<file path="src/rtl/wave_channel_scheduler_if.sv">
// Config, sine-table and sample-output signals of the wave channel scheduler.
// master = surrounding system (config, table, sink); slave = scheduler.
interface wave_channel_scheduler_if #(
  parameter int NCH = 4
);
  localparam int CW = (NCH > 1) ? $clog2(NCH) : 1;

  logic          cfg_we;
  logic [CW-1:0] cfg_ch;
  logic [1:0]    cfg_sel;
  logic [15:0]   cfg_data;
  logic [13:0]   tbl_phase;
  logic [11:0]   tbl_result;
  logic          out_valid;
  logic [CW-1:0] out_ch;
  logic [11:0]   out_sample;
  logic          out_ready;
  logic          overrun;
  logic          clr_overrun;

  modport master (
    output cfg_we,
    output cfg_ch,
    output cfg_sel,
    output cfg_data,
    output tbl_result,
    output out_ready,
    output clr_overrun,
    input  tbl_phase,
    input  out_valid,
    input  out_ch,
    input  out_sample,
    input  overrun
  );

  modport slave (
    input  cfg_we,
    input  cfg_ch,
    input  cfg_sel,
    input  cfg_data,
    input  tbl_result,
    input  out_ready,
    input  clr_overrun,
    output tbl_phase,
    output out_valid,
    output out_ch,
    output out_sample,
    output overrun
  );
endinterface

</file>
<file path="src/rtl/wave_channel_scheduler.sv">
// Time-shares one sine table among NCH channels: per tick, each enabled
// channel is looked up, scaled by its amplitude and handed downstream.
module wave_channel_scheduler #(
  parameter int NCH      = 4,
  parameter int TICK_DIV = 64
) (
  input  logic                   clk,
  input  logic                   reset_n,
  wave_channel_scheduler_if.slave bus
);
  localparam int CW = (NCH > 1) ? $clog2(NCH) : 1;
  localparam int TW = $clog2(TICK_DIV);

  typedef enum logic [2:0] {
    S_IDLE,
    S_COMMIT,
    S_SCAN,
    S_ISSUE,
    S_CAPTURE,
    S_PRESENT
  } state_t;

  state_t r_state;
  state_t w_next;

  logic [TW-1:0] r_tcnt;
  logic [CW:0]   r_ch;
  logic [CW-1:0] w_ci;
  logic          w_tick;
  logic          w_done;
  logic          w_commit;
  logic          w_skip;
  logic          w_look;
  logic          w_cap;
  logic          w_hs;
  logic          w_cfg;

  logic [11:0]    r_amp_s [NCH];
  logic [11:0]    r_amp   [NCH];
  logic [15:0]    r_off_s [NCH];
  logic [15:0]    r_inc_s [NCH];
  logic [15:0]    r_inc   [NCH];
  logic [15:0]    r_acc   [NCH];
  logic [NCH-1:0] r_en_s;
  logic [NCH-1:0] r_en;
  logic [NCH-1:0] r_pend;

  logic [13:0]   r_tbl_phase;
  logic          r_valid;
  logic [CW-1:0] r_out_ch;
  logic [11:0]   r_sample;
  logic          r_ovr;

  assign w_ci   = r_ch[CW-1:0];
  assign w_tick = (r_tcnt == TW'(TICK_DIV - 1));
  assign w_done = (r_ch == (CW + 1)'(NCH));
  assign w_cfg  = bus.cfg_we && (int'(bus.cfg_ch) < NCH);

  assign bus.tbl_phase  = r_tbl_phase;
  assign bus.out_valid  = r_valid;
  assign bus.out_ch     = r_out_ch;
  assign bus.out_sample = r_sample;
  assign bus.overrun    = r_ovr;

  always_ff @(posedge clk or negedge reset_n) begin
    if (!reset_n) begin
      r_state <= S_IDLE;
    end else begin
      r_state <= w_next;
    end
  end

  always_comb begin
    w_next   = r_state;
    w_commit = 1'b0;
    w_skip   = 1'b0;
    w_look   = 1'b0;
    w_cap    = 1'b0;
    w_hs     = 1'b0;
    unique case (r_state)
      S_IDLE: begin
        if (w_tick) begin
          w_next = S_COMMIT;
        end
      end
      S_COMMIT: begin
        w_commit = 1'b1;
        w_next   = S_SCAN;
      end
      S_SCAN: begin
        if (w_done) begin
          w_next = S_IDLE;
        end else if (!r_en[w_ci]) begin
          w_skip = 1'b1;
        end else begin
          w_look = 1'b1;
          w_next = S_ISSUE;
        end
      end
      S_ISSUE: begin
        w_next = S_CAPTURE;
      end
      S_CAPTURE: begin
        w_cap  = 1'b1;
        w_next = S_PRESENT;
      end
      S_PRESENT: begin
        if (bus.out_ready) begin
          w_hs   = 1'b1;
          w_next = S_SCAN;
        end
      end
      default: begin
        w_next = S_IDLE;
      end
    endcase
  end

  always_ff @(posedge clk or negedge reset_n) begin
    if (!reset_n) begin
      r_tcnt <= '0;
      r_ovr  <= 1'b0;
    end else begin
      r_tcnt <= w_tick ? '0 : r_tcnt + 1'b1;
      // A tick that finds a frame still running is dropped, not queued.
      if (w_tick && (r_state != S_IDLE)) begin
        r_ovr <= 1'b1;
      end else if (bus.clr_overrun) begin
        r_ovr <= 1'b0;
      end
    end
  end

  always_ff @(posedge clk or negedge reset_n) begin
    if (!reset_n) begin
      for (int k = 0; k < NCH; k++) begin
        r_amp_s[k] <= '0;
        r_amp[k]   <= '0;
        r_off_s[k] <= '0;
        r_inc_s[k] <= '0;
        r_inc[k]   <= '0;
        r_acc[k]   <= '0;
      end
      r_en_s <= '0;
      r_en   <= '0;
      r_pend <= '0;
    end else begin
      if (w_commit) begin
        for (int k = 0; k < NCH; k++) begin
          r_amp[k] <= r_amp_s[k];
          r_inc[k] <= r_inc_s[k];
          if (r_pend[k]) begin
            r_acc[k] <= r_off_s[k];
          end
        end
        r_en   <= r_en_s;
        r_pend <= '0;
      end
      if (w_hs) begin
        r_acc[w_ci] <= r_acc[w_ci] + r_inc[w_ci];
      end
      // Placed after the commit so a write in that cycle stays pending.
      if (w_cfg) begin
        unique case (bus.cfg_sel)
          2'd0: r_amp_s[bus.cfg_ch] <= bus.cfg_data[11:0];
          2'd1: begin
            r_off_s[bus.cfg_ch] <= bus.cfg_data;
            r_pend[bus.cfg_ch]  <= 1'b1;
          end
          2'd2: r_inc_s[bus.cfg_ch] <= bus.cfg_data;
          default: r_en_s[bus.cfg_ch] <= bus.cfg_data[0];
        endcase
      end
    end
  end

  always_ff @(posedge clk or negedge reset_n) begin
    if (!reset_n) begin
      r_ch        <= '0;
      r_tbl_phase <= '0;
      r_valid     <= 1'b0;
      r_out_ch    <= '0;
      r_sample    <= '0;
    end else begin
      if (w_commit) begin
        r_ch <= '0;
      end else if (w_skip || w_hs) begin
        r_ch <= r_ch + 1'b1;
      end
      if (w_look) begin
        r_tbl_phase <= r_acc[w_ci][15:2];
      end
      if (w_cap) begin
        r_sample <= 12'(({12'd0, r_amp[w_ci]} *
                         {12'd0, bus.tbl_result}) >> 12);
        r_out_ch <= w_ci;
        r_valid  <= 1'b1;
      end else if (w_hs) begin
        r_valid <= 1'b0;
      end
    end
  end
endmodule

</file>
<file path="src/flat_wrapper.sv">
// flat-port wrapper written by rule: the top's interface ports become plain ports
module wave_channel_scheduler_flat 
#(
  parameter int NCH      = 4,
  parameter int TICK_DIV = 64
)
  (clk, reset_n, bus_cfg_we, bus_cfg_ch, bus_cfg_sel, bus_cfg_data, bus_tbl_result, bus_out_ready, bus_clr_overrun, bus_tbl_phase, bus_out_valid, bus_out_ch, bus_out_sample, bus_overrun);
  wave_channel_scheduler_if #(.NCH(NCH)) bus_i ();
  input  logic clk;
  input  logic reset_n;
  input wire logic [$bits(bus_i.cfg_we)-1:0] bus_cfg_we;
  input wire logic [$bits(bus_i.cfg_ch)-1:0] bus_cfg_ch;
  input wire logic [$bits(bus_i.cfg_sel)-1:0] bus_cfg_sel;
  input wire logic [$bits(bus_i.cfg_data)-1:0] bus_cfg_data;
  input wire logic [$bits(bus_i.tbl_result)-1:0] bus_tbl_result;
  input wire logic [$bits(bus_i.out_ready)-1:0] bus_out_ready;
  input wire logic [$bits(bus_i.clr_overrun)-1:0] bus_clr_overrun;
  output wire logic [$bits(bus_i.tbl_phase)-1:0] bus_tbl_phase;
  output wire logic [$bits(bus_i.out_valid)-1:0] bus_out_valid;
  output wire logic [$bits(bus_i.out_ch)-1:0] bus_out_ch;
  output wire logic [$bits(bus_i.out_sample)-1:0] bus_out_sample;
  output wire logic [$bits(bus_i.overrun)-1:0] bus_overrun;
  assign bus_i.cfg_we = bus_cfg_we;
  assign bus_i.cfg_ch = bus_cfg_ch;
  assign bus_i.cfg_sel = bus_cfg_sel;
  assign bus_i.cfg_data = bus_cfg_data;
  assign bus_i.tbl_result = bus_tbl_result;
  assign bus_i.out_ready = bus_out_ready;
  assign bus_i.clr_overrun = bus_clr_overrun;
  assign bus_tbl_phase = bus_i.tbl_phase;
  assign bus_out_valid = bus_i.out_valid;
  assign bus_out_ch = bus_i.out_ch;
  assign bus_out_sample = bus_i.out_sample;
  assign bus_overrun = bus_i.overrun;
  wave_channel_scheduler #(.NCH(NCH), .TICK_DIV(TICK_DIV)) u_core (.clk(clk), .reset_n(reset_n), .bus(bus_i));
endmodule
</file>
<file path="config.mk">
export PLATFORM = sky130hd
export DESIGN_NAME = wave_channel_scheduler_flat
export DESIGN_NICKNAME = d
export VERILOG_FILES = /design/src/rtl/wave_channel_scheduler_if.sv /design/src/rtl/wave_channel_scheduler.sv /design/src/flat_wrapper.sv
export SDC_FILE = /design/constraint.sdc
export NUM_CORES = 1
export LEC_CHECK = 0
export CORE_ASPECT_RATIO = 1.4
export CORE_UTILIZATION = 65
export CTS_CLUSTER_DIAMETER = 150
export CTS_CLUSTER_SIZE = 14
export DETAILED_ROUTE_END_ITERATION = 8
export PLACE_DENSITY_LB_ADDON = 0.25
export SETUP_SLACK_MARGIN = 0.5
export SLEW_MARGIN = 25
export SYNTH_ARGS = -nofsm -noshare
export SYNTH_HDL_FRONTEND = slang
export SYNTH_SLANG_ARGS = --single-unit
</file>
<file path="constraint.sdc">
create_clock -name clk -period 12.2 [get_ports clk]
set_clock_uncertainty 0.15 [all_clocks]
set_input_delay 2.44 -clock clk [delete_from_list [all_inputs] [get_ports clk]]
set_output_delay 2.44 -clock clk [all_outputs]
set_load 0.1 [all_outputs]
</file>
Word-level counts from Yosys, hierarchy flattened
Index checks and enable logic that the tools add are counted.

Register bits: 406. Output and inout port bits: 30. Logic and storage cells: 134.

Bitwise logic cells: 4. Multipliers: 1. Eq/ne operators: 12. Mux-type cells: 55. Magnitude comparators: 7. Reductions and logical operators: 17. Add/sub/neg operators: 3.

Operator list (count): $bwmux 64 (3); $mux 16 (10); $mux 64 (2); $bmux 16 s2 (2); $demux 16 s2 (2); $bwmux 48 (1); $mux 12 (3); $bmux 12 s2 (1); $demux 12 s2 (1); $mul 12x12->24 (1); $mux 3 (6); $pmux 3 s6 (1); $add 16x16->16 (1); $mux 1 (16); $mux 4 (3); $eq 3x3->1 const B (3); $reduce_and 2->1 (4); $add 6x1->6 const B (1); $eq 3x2->1 const B (2); $eq 6x6->1 const B (1); $ge 3x3->1 const B (2); $lt 2x3->1 const B (2); $lt 3x1->1 const B (2); $mux 6 (1); other kinds (22) (28).

Longest topological paths before layout
Word-level depth: 8. Gate-level depth with buffers: 23.

Least setup slack after synthesis
No wires, ideal clock.

Kind: in2reg. Start point: input port bus_tbl_result[3]. End point: register u_core.r_sample[7], in the netlist u_core.bus.out_sample[7]. Data arrival time: 6866 ps. Data required time: 11914 ps. Stages: 20. Library setup time: 136 ps. Setup slack: 5049 ps. Buffers on the path: 1. Cells stage by stage: clkbuf_1 -> nand2_1 -> fa_1 -> inv_1 -> fa_1 -> inv_1 -> fa_1 -> inv_1 -> fa_1 -> inv_1 -> fa_1 -> inv_1 -> ha_1 -> a211oi_1 -> a21oi_1 -> o211ai_1 -> a2bb2oi_1 -> a21boi_0 -> xor2_1 -> o21ai_0.

Longest elaborated chain between the ends: 1.

RTL lines: start, declared (RTL line flat_wrapper.sv:15) `input wire logic [$bits(bus_i.tbl_result)-1:0] bus_tbl_result;`; $mul 12x12->24 (RTL line wave_channel_scheduler.sv:194) `r_sample <= 12'(({12'd0, r_amp[w_ci]} *`; end signal, assigned (RTL line wave_channel_scheduler.sv:194); end, declared (RTL line wave_channel_scheduler.sv:51) `logic [11:0] r_sample;`.

No other way between the ends. A chain may end at the register's enable or synchronous reset.

Worst setup path after layout
Start point: input port bus_tbl_result[3]. End point: register u_core.r_sample[9], in the netlist u_core.bus.out_sample[9].

Same word-level chain as after synthesis.

==> flow_metrics.py <==
metrics = {
    "run_status": {
        "outcome": "finished, final reports clean",
    },
    "setup_path": {
        "cp_top_family": "adder cells",
        "cp_common_cell": "fa_1",
        "crit_path_top_delay_cell": "clkdlybuf4s50_1",
        "critical_path_peak_fanout": 12,
        "cp-start-kind": "input pin",
        "cp.required_ns": 12.48,
        "worstPathCellList": "clkdlybuf4s50_1, nand2_1, fa_1, inv_1, fa_1, fa_1, fa_1, inv_1, fa_1, inv_1, ha_1, a21oi_1, o32ai_1, nor4_1, nor3_1, nor2_1, mux2_4, o31ai_2",
        "path_buf_inv": 4,
        "crit_path_start": "bus_tbl_result[3]",
        "slowest_delay_ns": 0.74,
        "rr_startpoint": "u_core.r_ch[0]$_DFFE_PN0P_",
        "ff2ff_setup_slack_ns": 4.93,
        "cp_data_arrival_time_ns": 7.83,
        "path_class": "in -> reg",
        "crit_path_end_kind": "flop",
    },
    "logic_synthesis": {
        "ys_seq_area_share_pct": 45.6,
        "ys.flop_type": "dfrtp_1",
        "ys_ff_latch": 406,
        "netlist_top_cells_count": "nand2_1, dfrtp_1, mux2_2",
        "yosysUniqueCellTypes": 58,
        "synth.avg_cell_area_um2": 10.9,
        "synth.top_cell.area_share_pct": 45.6,
        "synth.net_count": 2255,
        "yosys_warnings": 0,
        "syn_inst": 2040,
        "synth_edf_count": 0,
        "post-synth-top-count-cell": "nand2_1",
        "syn_area_mm2": 0.0223,
        "async_flop_share_pct": 100,
        "synth_largest_area_cell": "dfrtp_1",
        "synth_area_leaders": "dfrtp_1, mux2_2, fa_1, nand2_1, ha_1",
    },
    "place": {
        "gp_congestion": 0.875,
        "port_buffers": 66,
        "post-dp-hpwl_um": 33900,
        "post-place-ws_ns": 4.15,
        "dpl.cell_count": 2456,
    },
    "power_and_ir_drop": {
        "max-vdd-ir-drop_uv": 127,
        "leakage_nw": 11.6,
        "p_per_area_mw_per_mm2": 113,
        "power_mw": 2.74,
    },
    "sta": {
        "fin_tns_setup_ns": 0,
        "maxSlewViolCount": 0,
        "finalHoldViolCount": 0,
        "max_freq_mhz": 133,
        "fin_crit_ns": 7.54,
        "rsz0062_at_grt": "no",
        "period_share_pct": 61.8,
        "relSlewSlack_pct": 33.0,
        "finalSetupViolations": 0,
        "tightest_slew_ns": 1.00,
        "fin_ws_ns": 4.66,
    },
    "clock_network": {
        "clockBufferDepth": 3,
        "cts_num_sinks": 406,
        "clk-insertion-delay-late_ns": 0.53,
        "cts_tree": "yes",
        "holdBufCountCts": 0,
        "cts_made_buffers": 34,
        "clkTransAtPathRegs_ns": 0.06,
        "htree_num_levels": 2,
        "root_buffer": "clkbuf_16",
        "post-cts-setup-buffers": 0,
        "post_cts_resize_count": 0,
    },
    "die": {
        "die_h_um": 221,
        "io_pins": 67,
        "placementRows": 79,
        "initial_utilization_pct": 66.4,
        "fp.coreArea_mm2": 0.0335,
        "die_w_um": 158,
        "die_area_mm2": 0.0350,
    },
    "global_route": {
        "grt.overflow.total": 0,
        "grt_pass1_wl_um": 83900,
        "grt_start_max_net_pins": 145,
        "grt_usage_pct": 31.5,
        "antenna_found_initial": 3,
        "grt_pass1_vias": 16000,
    },
    "routing": {
        "drt-pass1-iter-count": 6,
        "wl_um": 52000,
        "drtIter0Drc": 1163,
        "vias": 15100,
        "routedWlPerCell_um": 20.8,
        "antenna_left": 0,
        "route.detailed.drc": 0,
        "via_per_inst": 6.07,
    },
    "worst_hold_path": {
        "worstHoldStart": "u_core.r_inc_s[46]$_DFFE_PN0P_",
        "hold_path.class": "reg -> reg",
    },
    "cells_and_area": {
        "finalNetCount": 2263,
        "n_fill_cell": 2336,
        "final_cells": 2496,
        "syn2layout_area_growth_pct": 8.49,
        "multi_input_area_mm2": 0.0111,
        "final-seq-area_mm2": 0.0102,
        "final_layout_size_suffix_gt1_share_pct": 16.7,
    },
    "flow_run": {
        "maxCapViolCount": 0,
    },
}
layout make-up:
class	count	share of cell area, %
multi-input cells	1377	46.1
flip-flops and latches	406	42.1
clock buffers	36	3.64
repair buffers	88	3.62
well taps	445	2.31
inverters	141	2.19
clock inverters	1	0.0363
diodes	2	0.0207
layer usage:
layer | global-route usage, % | part of all wire [%]
met1 | 38.7 | 38
met2 | 52.7 | 50
met3 | 4.97 | 6.3
met4 | 17.8 | 6.0
met5 | 0 | 0
sequential cells by signal, summed over array words and instances, names as in the netlist:
| name | flops |
|---|---|
| u_core.bus.out_ch | 2 |
| u_core.bus.out_sample | 12 |
| u_core.bus.out_valid | 1 |
| u_core.bus.overrun | 1 |
| u_core.bus.tbl_phase | 14 |
| u_core.r_acc | 64 |
| u_core.r_amp | 48 |
| u_core.r_amp_s | 48 |
| u_core.r_ch | 3 |
| u_core.r_en | 4 |
| u_core.r_en_s | 4 |
| u_core.r_inc | 64 |
| u_core.r_inc_s | 64 |
| u_core.r_off_s | 64 |
| u_core.r_pend | 4 |
| u_core.r_state | 3 |
| u_core.r_tcnt | 6 |
final timing paths:
check                           depth (start not counted)                              endpoint
worst max-delay path                                   18  u_core.bus.out_sample[9]$_DFFE_PN0P_
worst min-delay path                                    2          u_core.r_inc[46]$_DFFE_PN0P_
worst max register to register                         18  u_core.bus.out_sample[9]$_DFFE_PN0P_
worst min register to register                          2          u_core.r_inc[46]$_DFFE_PN0P_
max in group asynchronous                               3            u_core.r_ch[0]$_DFFE_PN0P_
min in group asynchronous                               1        u_core.r_inc_s[24]$_DFFE_PN0P_
metrics by stage:
stage / hold WS, ns / util [%] / area [um2]
finish: 0.307 / 72.1 / 24200
global route: 0.324 / 72.1 / 24100
CTS: 0.304 / 71.9 / 24100
detailed placement: 0.296 / 69.3 / 23200
global placement: 0.290 / 69.3 / 23200
floorplan: 0.283 / - / 22300
placed cells by master, fill, tap and decap left out, types with 6 or more instances in the layout:
cell,netlist,final
nand4_1,6,6
nand2_1,508,508
a211oi_1,7,7
buf_4,2,17
inv_1,141,141
dfrtp_1,406,404
xor2_1,10,10
o21a_1,9,9
nor2_2,1,6
mux4_2,41,41
mux2i_1,36,36
o21ai_0,57,57
a21o_1,14,14
ha_1,78,78
nand2b_1,9,8
nor3_1,7,7
xnor2_1,19,19
o21bai_1,10,10
nor2_1,58,51
fa_1,100,100
clkdlybuf4s50_1,0,65
o211ai_1,6,6
clkbuf_16,0,35
and2_1,57,57
nand3_1,13,13
and3_1,6,6
a21oi_1,54,54
mux2_2,222,222
power breakdown:
part | switching [mW] | internal [mW]
Combinational | 0.0892 | 0.119
Sequential | 0.0725 | 1.49
Clock | 0.459 | 0.509
Total | 0.620 | 2.11
tightest hold or removal path, cell delays in order, from the launching register on:
cell     delay (ns)
dfrtp_1        0.34
nand2_1        0.05
nand2_1        0.05
cells by family (layout without fill, tap and decap cells):
kind of cell	after synthesis	count (layout)	share of synthesized area (%)
buffers and inverters	257	266	4.50
flip-flops	406	406	45.6
multiplexers	304	304	17.5
other	0	2	0
XOR/XNOR	29	29	1.14
AND/OR/NAND/NOR	681	681	12.7
adder cells (fa/ha/maj)	178	178	13.4
AO/OA/AOI/OAI	185	185	5.07
Note: power is estimated with default switching activity, not from simulation.
